File: src/rtl/demux_sched_pkg.sv
// Shared constants for the credit-based 1-to-4 demux scheduler.
package demux_sched_pkg;

  localparam int NCH = 4;

  localparam logic [1:0] IDLE  = 2'd0;
  localparam logic [1:0] RUN   = 2'd1;
  localparam logic [1:0] STALL = 2'd2;

  function automatic logic [NCH-1:0] onehot4(input logic [1:0] idx);
    return NCH'(1) << idx;
  endfunction

endpackage

File: src/rtl/demux_sched_rr_pick4.sv
// Round-robin pick: first available channel at or after ptr, wrapping mod 4.
module rr_pick4
  import demux_sched_pkg::*;
(
  input  logic [NCH-1:0] avail,
  input  logic [1:0]     ptr,
  output logic [1:0]     target,
  output logic           found
);

  logic [1:0] idx;

  // Scan farthest-first so the closest available channel to ptr wins.
  always_comb begin
    target = ptr;
    found  = 1'b0;
    idx    = ptr;
    for (int k = NCH - 1; k >= 0; k--) begin
      idx = ptr + 2'(k);
      if (avail[idx]) begin
        target = idx;
        found  = 1'b1;
      end
    end
  end

endmodule

File: src/rtl/demux_sched.sv
// Credit-based round-robin scheduler driving a 1-to-4 demux select and strobes.
module demux_sched
  import demux_sched_pkg::*;
#(
  parameter int DW      = 8,
  parameter int CREDITS = 4,
  parameter int CW      = 4
) (
  input  logic           clk,
  input  logic           rst_n,
  input  logic           en,
  input  logic           in_valid,
  input  logic [DW-1:0]  in_data,
  output logic           in_ready,
  output logic [1:0]     sel,
  output logic [DW-1:0]  out_data,
  output logic [NCH-1:0] out_valid,
  input  logic [NCH-1:0] credit_ret,
  output logic [15:0]    xfer_cnt,
  output logic           cred_err,
  output logic [1:0]     state
);

  logic [NCH-1:0][CW-1:0] credit;
  logic [NCH-1:0][CW-1:0] credit_nxt;
  logic [NCH-1:0]         avail;
  logic [NCH-1:0]         dec;
  logic [NCH-1:0]         ret_ovf;
  logic [NCH-1:0]         nxt_nz;
  logic [1:0]             ptr;
  logic [1:0]             target;
  logic                   found;
  logic                   accept;
  logic [1:0]             state_q;
  logic [1:0]             state_nxt;

  logic [DW-1:0]          data_p1;
  logic [1:0]             sel_p1;
  logic [NCH-1:0]         vld_p1;
  logic [15:0]            xfer_q;
  logic                   err_q;

  // Saturating credit update: a return into a full counter is dropped.
  function automatic logic [CW-1:0] credit_step(input logic [CW-1:0] c,
                                                input logic r,
                                                input logic d);
    if (r && !d)
      return (c == CW'(CREDITS)) ? c : c + CW'(1);
    if (d && !r)
      return c - CW'(1);
    return c;
  endfunction

  rr_pick4 u_pick (
    .avail  (avail),
    .ptr    (ptr),
    .target (target),
    .found  (found)
  );

  // en gates the handshake so a cycle with en low can never accept.
  assign in_ready = (state_q == RUN) && en && found;
  assign accept   = in_valid && in_ready;
  assign dec      = accept ? onehot4(target) : '0;

  for (genvar i = 0; i < NCH; i++) begin : g_cred
    logic [CW-1:0] cnt;

    assign credit[i]     = cnt;
    assign avail[i]      = (cnt != '0);
    assign credit_nxt[i] = credit_step(cnt, credit_ret[i], dec[i]);
    assign nxt_nz[i]     = (credit_nxt[i] != '0);
    assign ret_ovf[i]    = credit_ret[i] && !dec[i] && (cnt == CW'(CREDITS));

    always_ff @(posedge clk or negedge rst_n) begin
      if (!rst_n) cnt <= CW'(CREDITS);
      else        cnt <= credit_nxt[i];
    end
  end

  always_comb begin
    state_nxt = state_q;
    case (state_q)
      IDLE:    if (en) state_nxt = RUN;
      RUN: begin
        if (!en)          state_nxt = IDLE;
        else if (~|nxt_nz) state_nxt = STALL;
      end
      STALL: begin
        if (!en)         state_nxt = IDLE;
        else if (|nxt_nz) state_nxt = RUN;
      end
      default: state_nxt = IDLE;
    endcase
  end

  // Stage p1: registered item, select and one-cycle strobe toward the demux.
  always_ff @(posedge clk or negedge rst_n) begin
    if (!rst_n) begin
      state_q <= IDLE;
      ptr     <= 2'd0;
      vld_p1  <= '0;
      sel_p1  <= 2'd0;
      data_p1 <= '0;
      xfer_q  <= 16'd0;
      err_q   <= 1'b0;
    end else begin
      state_q <= state_nxt;
      vld_p1  <= dec;
      err_q   <= err_q | (|ret_ovf);
      if (accept) begin
        data_p1 <= in_data;
        sel_p1  <= target;
        ptr     <= target + 2'd1;
        xfer_q  <= xfer_q + 16'd1;
      end
    end
  end

  assign out_data  = data_p1;
  assign sel       = sel_p1;
  assign out_valid = vld_p1;
  assign xfer_cnt  = xfer_q;
  assign cred_err  = err_q;
  assign state     = state_q;

endmodule
File: config.mk
export PLATFORM = sky130hd
export DESIGN_NAME = demux_sched
export DESIGN_NICKNAME = d
export VERILOG_FILES = /design/src/rtl/demux_sched_pkg.sv /design/src/rtl/demux_sched_rr_pick4.sv /design/src/rtl/demux_sched.sv
export SDC_FILE = /design/constraint.sdc
export NUM_CORES = 1
export LEC_CHECK = 0
export BUFFER_PORTS_ARGS = -buffer_cell sky130_fd_sc_hd__buf_2
export CORE_MARGIN = 2
export CORE_UTILIZATION = 42
export CTS_CLUSTER_DIAMETER = 100
export DETAILED_ROUTE_END_ITERATION = 12
export GPL_TIMING_DRIVEN = 0
export PLACE_DENSITY_LB_ADDON = 0.15
export SETUP_SLACK_MARGIN = 0.2
export SLEW_MARGIN = 5
export SYNTH_ARGS = -nofsm -noshare
export SYNTH_HDL_FRONTEND = slang
export SYNTH_SLANG_ARGS = --single-unit
File: constraint.sdc
create_clock -name clk -period 5.2 [get_ports clk]
set_clock_uncertainty 0.15 [all_clocks]
set_input_delay 0.52 -clock clk [delete_from_list [all_inputs] [get_ports clk]]
set_output_delay 0.52 -clock clk [all_outputs]
set_load 0.02 [all_outputs]
==> Implementation_results.wiki, run 1 <==
{| class="wikitable"
! Metric !! Value
|-
| Fill count || 746
|-
| Final Slew Violations || 0
|-
| Number of antenna-violating nets in the routed design || 0
|-
| Source-to-sink clock delay at the later pin of the worst-skew pair || 0.31 ns
|-
| Number of gates given a new drive strength after cts || 0
|-
| Yosys warnings || 0
|-
| Clock transition at path regs || approximately 0.10 ns
|-
| Maximum number of pins on one net before global-route repair || 52
|-
| Critical path endpoint category || flip-flop
|-
| Number of iterations in the first detailed-routing pass || 4
|-
| Reg area || 1280 um^2
|-
| Placement row count || 31
|-
| Fraction of synthesis flops using an asynchronous set or reset pin || 100%
|-
| Total vias in the final route || 2657
|-
| Path type of the worst setup path || reg2reg
|-
| Least setup slack across all paths after layout || 1.01 ns
|-
| Post-Route Hold Slack || 0.239 ns
|-
| Post-synth design cell area || 3170 um^2
|-
| Highest cell delay on the worst timing path || 0.54 ns
|-
| Area of the die || 8260 um^2
|-
| Number of enable flip-flop cells after synthesis || 0
|-
| Port buffer count || 48
|-
| Metal-1 WL || 3.50 mm
|-
| Vias in the first global route || 2488
|-
| Post-layout nets || 419
|-
| Synthesized net count || between 300 and 400
|-
| Final Util || around 50%
|-
| Top layer in use || met4
|-
| Maximum fanout encountered on the critical timing path || 10
|-
| Count of boundary I/O pins || 50
|-
| Sort of element at the start of the critical path || flip-flop
|-
| Most used flip-flop cell after synthesis || sky130_fd_sc_hd__dfrtp_1
|-
| Max-slew headroom at the worst pin || 26.6%
|-
| Starting utilization of the core area || 43.5%
|-
| Cell family with the largest share of critical-path delay || simple AND/OR/NAND/NOR gates
|-
| Routed wire length on met2 || 3.46 mm
|-
| CP required || 5.24 ns
|-
| Area Growth Syn to Fin || 14.6%
|-
| Worst Hold Class || in2reg
|-
| Total CTS buffers || 5
|-
| Number of vias per cell || ~5.4
|-
| DRT Wirelength || 7.31 mm
|-
| Hold Vio Cnt, Final || 0
|-
| Worst slack at placement || between 1 and 1.5 ns
|-
| Min cycle time layout || 4.19 ns
|-
| Crit-path most repeated cell || sky130_fd_sc_hd__or4b_1
|-
| Flip-flop and latch count after synthesis || 51
|-
| Data arrival, critical path || 4.22 ns
|-
| Top library cells by usage in the layout, fill and taps aside || sky130_fd_sc_hd__buf_2, sky130_fd_sc_hd__nand2_1, sky130_fd_sc_hd__dfrtp_1, sky130_fd_sc_hd__inv_1, sky130_fd_sc_hd__xnor2_1
|-
| Setup violators final || 0
|-
| Master cell of the clock root buffer || sky130_fd_sc_hd__clkbuf_8
|-
| Cell breakdown of the critical path || inv_1 -> ha_1 -> or4b_1 -> and3_1 -> a211oi_2 -> nor2_1 -> buf_6 -> nand3_2 -> inv_2 -> a211oi_1 -> o311a_1 -> or4b_1 -> o41ai_1 -> a21boi_1
|-
| GR Overflow Total || 0
|-
| WL met3 || between 200 and 250 um
|-
| Buffers inserted by post-CTS timing repair || 0
|-
| Gate count of the mapped netlist || 337
|-
| Total of hold buffers inserted after clock tree synthesis || 0
|-
| R2R setup slack || slightly above 1 ns
|-
| First-pass GRT wire length || 12.5 mm
|-
| Cell leakage power || around 0.0017 uW
|-
| Total negative slack || 0 ns
|-
| Top achievable clock speed || around 0.24 GHz
|-
| CTS tree || yes
|-
| Share of the yosys chip area belonging to registers || 40.4%
|-
| Detail Placement HPWL || 5.50 mm
|-
| Area of the multi-input gates || 1710 um^2
|-
| Number of H-tree levels || 2
|-
| Slew of the pin with the lowest slew margin || 1.10 ns
|-
| Standard cell with the maximum stage delay on the critical path || sky130_fd_sc_hd__or4b_1
|-
| Residual DRC count || 0
|-
| Initial antenna violation count || 0
|-
| Height of the die || approximately 91 um
|-
| Weighted congestion at the end of routability-driven global placement || 0.863
|-
| Share of post-route cells with drive strength above 1 || 22.4%
|-
| Number of distinct library cells after synthesis || 68
|-
| Die Wd || 90.9 um
|-
| Diode count || 0
|-
| Number of max-cap violations || 0
|-
| CTS max path bufs || 2
|-
| Tcrit/Tclk final || between 80% and 90%
|-
| Largest voltage drop on the vdd net || about 0.23 mV
|-
| Routed wire length per instance || 14.9 um
|-
| Pwr/cell area || 475 nW/um^2
|-
| Tot GR Track Use || 18.8%
|-
| Buf/Inv on CP || 3
|-
| Outcome || complete, no violations
|-
| Clock sink count || 51
|-
| Unrepaired setup endpoints after global routing || false
|-
| Per-instance average area after synthesis || 9.41 um^2
|-
| First DRT Iteration DRCs || 156
|-
| Placeable core area || roughly 7300 um^2
|}
[flip-flops by register name, indices dropped and copies added (netlist names)]
| signal | flops |
|---|---|
| state | 2 |
| out_data | 8 |
| ptr | 2 |
| out_valid | 4 |
| xfer_cnt | 16 |
| sel | 2 |
| g_cred.cnt | 16 |
| cred_err | 1 |
[final cells by class]
class                      instances  area share (%)
multi-input combinational        247            47.0
sequential                        51            35.2
timing repair buffer              48            6.61
tap                               99            3.41
buffer                            17            2.72
inverter                          22            2.34
clock buffer                       6            2.27
clock inverter                     2           0.448
[routing by layer]
layer,GRT usage (%),vias up
li1,-,1315
met1,26.6,1290
met3,2.92,11
met4,4.80,0
met5,0,-
met2,30.1,41
[stage by stage]
stage | std cells | area, um^2 | power [uW]
detailed placement | 484 | 3540 | 1490
finish | 492 | 3630 | 1730
global route | 492 | 3630 | 1870
CTS | 492 | 3630 | 1740
floorplan | 337 | 3170 | 1250
global placement | 484 | 3540 | 1470
[report_power, final]
part / switching [uW] / internal (uW)
clock: 139 / 109
sequential: 119 / 513
combinational: 504 / 343
total: 763 / 965
[cells by family (layout without fill, tap and decap cells)]
group	count (synthesis)	after routing	synth area share, %
compound gates	54	54	12.6
xor+xnor	22	22	6.08
fa+ha+maj	11	11	4.34
buf+inv	39	95	5.80
flops	51	51	40.4
mux	8	8	2.60
simple gates	152	152	28.2
[Yosys cell counts, drive strengths merged (2+ instances only)]
| cell type | instances | area, um^2 |
|---|---|---|
| o22ai | 4 | 25.0 |
| nand2b | 5 | 31.3 |
| a211oi | 4 | 35.0 |
| or4b | 2 | 20.0 |
| nor2b | 5 | 31.3 |
| and3 | 11 | 68.8 |
| o21ai | 5 | 25.0 |
| nor4b | 2 | 17.5 |
| xor2 | 3 | 26.3 |
| nor3 | 8 | 40.0 |
| a21o | 4 | 30.0 |
| a31oi | 4 | 25.0 |
| ha | 11 | 138 |
| o2111ai | 2 | 17.5 |
| nor3b | 5 | 57.6 |
| nand3 | 11 | 85.1 |
| o311ai | 3 | 26.3 |
| or3 | 3 | 18.8 |
| nand3b | 2 | 15.0 |
| or4 | 5 | 41.3 |
| dfrtp | 47 | 1180 |
| a311o | 2 | 20.0 |
| nor4 | 3 | 18.8 |
| mux2i | 6 | 60.1 |
| and2 | 2 | 12.5 |
| buf | 9 | 68.8 |
| nor4bb | 5 | 50.1 |
| a21oi | 9 | 45.0 |
| clkbuf | 8 | 30.0 |
| inv | 22 | 85.1 |
| and4 | 3 | 26.3 |
| nand4bb | 2 | 22.5 |
| nand4 | 7 | 43.8 |
| nand2 | 55 | 214 |
| nor2 | 13 | 56.3 |
| xnor2 | 19 | 166 |
| mux2 | 2 | 22.5 |
| a211o | 2 | 17.5 |
| dfstp | 4 | 105 |
| o41ai | 4 | 35.0 |
| a22oi | 2 | 20.0 |
[final timing paths]
path | startpoint | endpoint | cells after the start
min | in_data[0] | out_data[0] | 3
max in group asynchronous | rst_n | state[1] | 1
max | g_cred[0].cnt[0] | state[0] | 14
min in group asynchronous | rst_n | out_valid[1] | 1
min reg2reg | sel[0] | sel[0] | 1
max reg2reg | g_cred[0].cnt[0] | state[0] | 14
[tightest hold or removal path, stage by stage]
cell and delay, ns:
sky130_fd_sc_hd__buf_2 0.07, sky130_fd_sc_hd__nand2_1 0.04, sky130_fd_sc_hd__nand2_1 0.05
Note: power is estimated with default switching activity, not from simulation.
==> run 2, diff against run 1 <==
==> constraint.sdc (replaced) <==
create_clock -name clk -period 3.8 [get_ports clk]
set_clock_uncertainty 0.15 [all_clocks]
set_input_delay 0.38 -clock clk [delete_from_list [all_inputs] [get_ports clk]]
set_output_delay 0.38 -clock clk [all_outputs]
set_load 0.02 [all_outputs]
==> Implementation_results.wiki, run 2 (synthesized netlist as in run 1, its figures left out) <==
{| class="wikitable"
! Metric !! Value
|-
| GR Overflow Total || 0
|-
| Residual DRC count || 0
|-
| Max-slew headroom at the worst pin || 25.5%
|-
| Worst slack at placement || -0.323 ns
|-
| Total CTS buffers || 5
|-
| Height of the die || 90.9 um
|-
| Slew of the pin with the lowest slew margin || 1.12 ns
|-
| Worst-case reg-to-reg path depth || 14
|-
| Maximum fanout encountered on the critical timing path || 5
|-
| CTS tree || yes
|-
| Source-to-sink clock delay at the later pin of the worst-skew pair || 0.31 ns
|-
| Unrepaired setup endpoints after global routing || true
|-
| Top achievable clock speed || between 0.2 and 0.3 GHz
|-
| Highest cell delay on the worst timing path || 0.52 ns
|-
| Total negative slack || 0 ns
|-
| Total of hold buffers inserted after clock tree synthesis || 0
|-
| Placeable core area || 7290 um^2
|-
| Post-layout nets || about 440
|-
| Buf/Inv on CP || 3
|-
| Port buffer count || between 40 and 50
|-
| Die Wd || 90.9 um
|-
| Min cycle time layout || about 3.8 ns
|-
| Vias in the first global route || between 2000 and 3000
|-
| First DRT Iteration DRCs || between 150 and 200
|-
| Top library cells by usage in the layout, fill and taps aside || sky130_fd_sc_hd__nand2_1, sky130_fd_sc_hd__buf_2, sky130_fd_sc_hd__dfrtp_1, sky130_fd_sc_hd__buf_4, sky130_fd_sc_hd__xnor2_1
|-
| Worst hold path cell count || 3
|-
| Maximum number of pins on one net before global-route repair || 52
|-
| Critical register-to-register path endpoint || state[0]
|-
| Count of boundary I/O pins || 50
|-
| Standard cell with the maximum stage delay on the critical path || sky130_fd_sc_hd__or4b_4
|-
| Worst Hold Class || in2reg
|-
| Number of iterations in the first detailed-routing pass || 4
|-
| Tcrit/Tclk final || slightly below 100%
|-
| Detail Placement HPWL || 5.50 mm
|-
| Setup violators final || 0
|-
| Starting utilization of the core area || 43.5%
|-
| Pwr/cell area || between 600 and 700 nW/um^2
|-
| First-pass GRT wire length || 13.6 mm
|-
| Number of max-cap violations || 0
|-
| Number of H-tree levels || 2
|-
| Number of vias per cell || 5.47
|-
| Outcome || complete, no violations
|-
| Area of the die || 8260 um^2
|-
| Startpoint of the lowest-slack register-to-register path || g_cred[0].cnt[0]
|-
| Startpoint of the worst setup timing path || g_cred[0].cnt[0]
|-
| Path type of the worst setup path || reg2reg
|-
| Master cell of the clock root buffer || sky130_fd_sc_hd__clkbuf_8
|-
| Share of post-route cells with drive strength above 1 || a little over a third
|-
| Clock sink count || slightly above 50
|-
| Hold Vio Cnt, Final || 0
|-
| Sort of element at the start of the critical path || flip-flop
|-
| Placement row count || 31
|-
| Weighted congestion at the end of routability-driven global placement || 0.863
|-
| DRT Wirelength || slightly above 8 mm
|-
| Final Slew Violations || 0
|-
| Data arrival, critical path || 3.82 ns
|-
| Routed wire length per instance || 16.0 um
|-
| Most common library cell in the layout ignoring fill and taps || sky130_fd_sc_hd__nand2_1
|-
| Clock transition at path regs || roughly 0.10 ns
|-
| Worst Min Path Start || in_data[0]
|-
| Total vias in the final route || 2801
|-
| CP required || roughly 3.8 ns
|-
| Least setup slack across all paths after layout || 0.0265 ns
|-
| Cell leakage power || 0.00192 uW
|-
| Initial antenna violation count || 0
|-
| Area Growth Syn to Fin || 30.5%
|-
| Cell family with the largest share of critical-path delay || simple AND/OR/NAND/NOR gates
|-
| Worst hold path endpoint || out_data[0]
|-
| CTS max path bufs || 2
|-
| Final Util || 56.8%
|-
| Diode count || 0
|-
| Largest voltage drop on the vdd net || 0.352 mV
|-
| Number of antenna-violating nets in the routed design || 0
|-
| Cell breakdown of the critical path || inv_2 -> ha_4 -> or4b_4 -> and3_4 -> a211oi_4 -> buf_6 -> nor2_4 -> buf_6 -> and4_4 -> a211oi_4 -> o311a_1 -> or4b_4 -> o41ai_2 -> a21boi_1
|-
| R2R setup slack || roughly 0.027 ns
|-
| Critical path endpoint category || flip-flop
|-
| Tot GR Track Use || 20.5%
|}
## run 2: worst max path at each step
stage | end | slack, ns | cells past startpoint
3_5_place_dp | state[0] | -0.32 | 14
4_1_cts | state[0] | 0.11 | 15
3_3_place_gp | state[0] | -0.26 | 14
5_1_grt | state[0] | -0.05 | 14
6_report | state[0] | 0.03 | 14
2_1_floorplan | state[0] | 0.24 | 15
## run 2: area by class of cell
cell class	count	area (um^2)
fill	684	3150
multi-input combinational	247	2030
sequential	51	1280
timing repair buffer	68	394
tap	99	124
buffer	17	120
inverter	22	90.1
clock buffer	6	82.6
clock inverter	2	16.3
## run 2: report_power, final
group          internal [uW]  switching, uW
registers                703            170
logic                    732            909
clock network            149            193
## run 2: worst reg2reg max path, cell delays in order, from the launching register on
cell	delay, ns
sky130_fd_sc_hd__dfrtp_1	0.41
sky130_fd_sc_hd__inv_2	0.09
sky130_fd_sc_hd__ha_4	0.17
sky130_fd_sc_hd__or4b_4	0.50
sky130_fd_sc_hd__and3_4	0.20
sky130_fd_sc_hd__a211oi_4	0.19
sky130_fd_sc_hd__buf_6	0.14
sky130_fd_sc_hd__nor2_4	0.04
sky130_fd_sc_hd__buf_6	0.14
sky130_fd_sc_hd__and4_4	0.15
sky130_fd_sc_hd__a211oi_4	0.25
sky130_fd_sc_hd__o311a_1	0.26
sky130_fd_sc_hd__or4b_4	0.52
sky130_fd_sc_hd__o41ai_2	0.34
sky130_fd_sc_hd__a21boi_1	0.10
## run 2: metrics by stage
| stage | instance area (um^2) | instances | hold slack [ns] | total power [uW] |
|---|---|---|---|---|
| 2_1_floorplan | 3170 | 337 | -0.0656 | 1720 |
| 3_3_place_gp | 3540 | 484 | 0.305 | 2010 |
| 3_5_place_dp | 3540 | 484 | 0.310 | 2030 |
| 4_1_cts | 4010 | 507 | 0.0943 | 2710 |
| 5_1_grt | 4140 | 512 | 0.101 | 3040 |
| 6_report | 4140 | 512 | 0.0993 | 2860 |
## run 2: timing repair
action	CTS	global route
buffers inserted	15	5
gates cloned	0	0
setup endpoints to repair	2	2
hold endpoints to repair	0	0
resized for setup	55	17
pin swaps	19	17
## run 2: routing by layer
metal	up-vias	global-route usage (%)	part of all wire [%]
met5	-	0	0
met4	0	6.94	2.3
met3	17	3.09	4.8
met2	65	33.5	49
met1	1364	28.0	44
li1	1355	-	-
==> run 3, diff against run 2 <==
--- a/config.mk
+++ b/config.mk
@@ -11,7 +11,7 @@
 export CTS_CLUSTER_DIAMETER = 100
 export DETAILED_ROUTE_END_ITERATION = 12
 export GPL_TIMING_DRIVEN = 0
-export PLACE_DENSITY_LB_ADDON = 0.15
+export PLACE_DENSITY_LB_ADDON = 0.05
 export SETUP_SLACK_MARGIN = 0.2
 export SLEW_MARGIN = 5
 export SYNTH_ARGS = -nofsm -noshare
==> Implementation_results.wiki, run 3 (synthesized netlist as in run 1, its figures left out) <==
{| class="wikitable"
! Metric !! Value
|-
| Outcome || complete, no violations
|-
| Worst-case reg-to-reg path depth || 13
|-
| Residual DRC count || 0
|-
| Routed wire length per instance || 15.6 um
|-
| Weighted congestion at the end of routability-driven global placement || 0.845
|-
| Combinational share of power || 56.1%
|-
| Maximum number of pins on one net before global-route repair || 52
|-
| Die Wd || around 91 um
|-
| Post-Route Hold Slack || 0.0950 ns
|-
| CTS tree || yes
|-
| Internal Dissipation || 1530 uW
|-
| Final Util || 56.1%
|-
| Data arrival, critical path || between 3 and 4 ns
|-
| Startpoint of the lowest-slack register-to-register path || g_cred[0].cnt[0]
|-
| GR Overflow Total || 0
|-
| DRT Wirelength || 7.96 mm
|-
| CP required || 3.85 ns
|-
| Area of the multi-input gates || 2000 um^2
|-
| Number of max-cap violations || 0
|-
| Path type of the worst setup path || reg2reg
|-
| Vias in the first global route || approximately 2600
|-
| Number of H-tree levels || 2
|-
| Inst Count DP || 484
|-
| Detail Placement HPWL || about 5.4 mm
|-
| Number of vias per cell || around 5.4
|-
| Diode count || 0
|-
| Most common library cell in the layout ignoring fill and taps || sky130_fd_sc_hd__nand2_1
|-
| Source-to-sink clock delay at the later pin of the worst-skew pair || 0.32 ns
|-
| Area Growth Syn to Fin || 28.9%
|-
| First-pass GRT wire length || ~13 mm
|-
| Total net switching power || 1250 uW
|-
| Total vias in the final route || 2740
|-
| Count of boundary I/O pins || 50
|-
| Hold Vio Cnt, Final || 0
|-
| Non-filler cells, final || 509
|-
| Clock sink count || 51
|-
| Startpoint of the worst setup timing path || g_cred[0].cnt[0]
|-
| Height of the die || about 91 um
|-
| Cell leakage power || 0.00191 uW
|-
| Clock transition at path regs || 0.10 ns
|-
| Master cell of the clock root buffer || sky130_fd_sc_hd__clkbuf_8
|-
| Top achievable clock speed || approximately 0.27 GHz
|-
| Least setup slack across all paths after layout || 0.0624 ns
|-
| Largest voltage drop on the vdd net || 0.292 mV
|-
| CTS max path bufs || 2
|-
| Total CTS buffers || 5
|-
| Clock group share of total power || 12.3%
|-
| Setup violators final || 0
|-
| Port buffer count || 48
|-
| Pwr/cell area || between 600 and 700 nW/um^2
|-
| Unrepaired setup endpoints after global routing || true
|-
| Post-layout nets || roughly 440
|-
| Initial antenna violation count || 0
|-
| Standard cell with the maximum stage delay on the critical path || sky130_fd_sc_hd__or4b_4
|-
| R2R setup slack || about 0.062 ns
|-
| Critical register-to-register path endpoint || state[0]
|-
| Tcrit/Tclk final || 98.4%
|-
| Critical path endpoint category || flip-flop
|-
| Cell breakdown of the critical path || inv_2 -> ha_4 -> or4b_4 -> and3_4 -> a211oi_4 -> nor2_4 -> buf_8 -> and4_1 -> a211oi_4 -> o311a_1 -> or4b_4 -> o41ai_4 -> a21boi_1
|-
| Starting utilization of the core area || 43.5%
|-
| Worst slack at placement || -0.369 ns
|-
| Final Slew Violations || 0
|-
| Number of antenna-violating nets in the routed design || 0
|-
| Number of iterations in the first detailed-routing pass || 4
|-
| Power share of the sequential group || 31.6%
|-
| Placement row count || 31
|-
| Slew of the pin with the lowest slew margin || 0.661 ns
|-
| Area of the die || 8260 um^2
|-
| Max-slew headroom at the worst pin || 55.9%
|-
| Switching portion of total power || 45.0%
|-
| Placeable core area || 7290 um^2
|-
| Reg area || 1280 um^2
|-
| Sort of element at the start of the critical path || flip-flop
|-
| Min cycle time layout || around 3.7 ns
|-
| Maximum fanout encountered on the critical timing path || 5
|-
| Share of post-route cells with drive strength above 1 || 34.9%
|-
| Highest cell delay on the worst timing path || 0.53 ns
|-
| Worst Hold Class || in2reg
|-
| First DRT Iteration DRCs || 129
|-
| Fill count || 700
|-
| Capturing element of the worst setup path || state[0]
|-
| Tot GR Track Use || 19.8%
|-
| Top library cells by usage in the layout, fill and taps aside || sky130_fd_sc_hd__nand2_1, sky130_fd_sc_hd__buf_2, sky130_fd_sc_hd__dfrtp_1, sky130_fd_sc_hd__buf_4, sky130_fd_sc_hd__xnor2_1
|}
-- run 3: cell type report --
class,instances,area share [%]
clock inverter,3,0.643
sequential,51,31.4
clock buffer,5,1.68
tap,99,3.03
multi-input combinational,247,48.9
inverter,22,2.20
buffer,17,3.00
timing repair buffer,65,9.12
-- run 3: layer usage --
layer / GRT usage, % / share of wire, % / vias up
li1: - / - / 1348
met1: 28.0 / 49 / 1326
met2: 31.5 / 46 / 57
met3: 2.84 / 3.4 / 9
met4: 5.81 / 1.2 / 0
met5: 0 / 0 / -
-- run 3: worst min-delay path by stage --
stage	cells past startpoint	start	end	slack, ns
5_1_grt	3	in_data[1]	out_data[1]	0.1
3_3_place_gp	2	out_data[6]	out_data[6]	0.30
4_1_cts	3	in_data[4]	out_data[4]	0.1
2_1_floorplan	0	rst_n	cred_err	-0.07
3_5_place_dp	1	xfer_cnt[15]	xfer_cnt[15]	0.31
6_report	3	in_data[3]	out_data[3]	0.1
-- run 3: power by group through the flow --
stage	Sequential [uW]	Clock [uW]	Combinational, uW
3_3_place_gp	874	0	1150
6_report	879	344	1560
5_1_grt	906	378	1710
4_1_cts	871	352	1490
3_5_place_dp	878	0	1170
2_1_floorplan	896	0	819
-- run 3: repair_timing --
action / in CTS / in global routing
hold endpoints to repair: 0 / 19
gates resized for setup: 52 / 17
pin swaps: 15 / 4
hold buffers: 0 / 1
setup endpoints to repair: 2 / 2
setup buffers: 15 / 1
cloned: 0 / 0
-- run 3: through the flow --
step	TNS, ns	power (uW)	cell area, um^2
final	0	2790	4090
after global placement	-0.783	2020	3540
after floorplan	0	1720	3170
after CTS	0	2710	4010
after global routing	-0.0618	3000	4090
after detailed placement	-0.645	2040	3540
-- run 3: critical path, delay by kind of cell (launching register included) --
kind	cells	cell delay, ns
AND/OR/NAND/NOR	5	1.47
AO/OA/AOI/OAI	5	1.21
flip-flops	1	0.41
buffers and inverters	2	0.23
adder cells (fa/ha/maj)	1	0.14
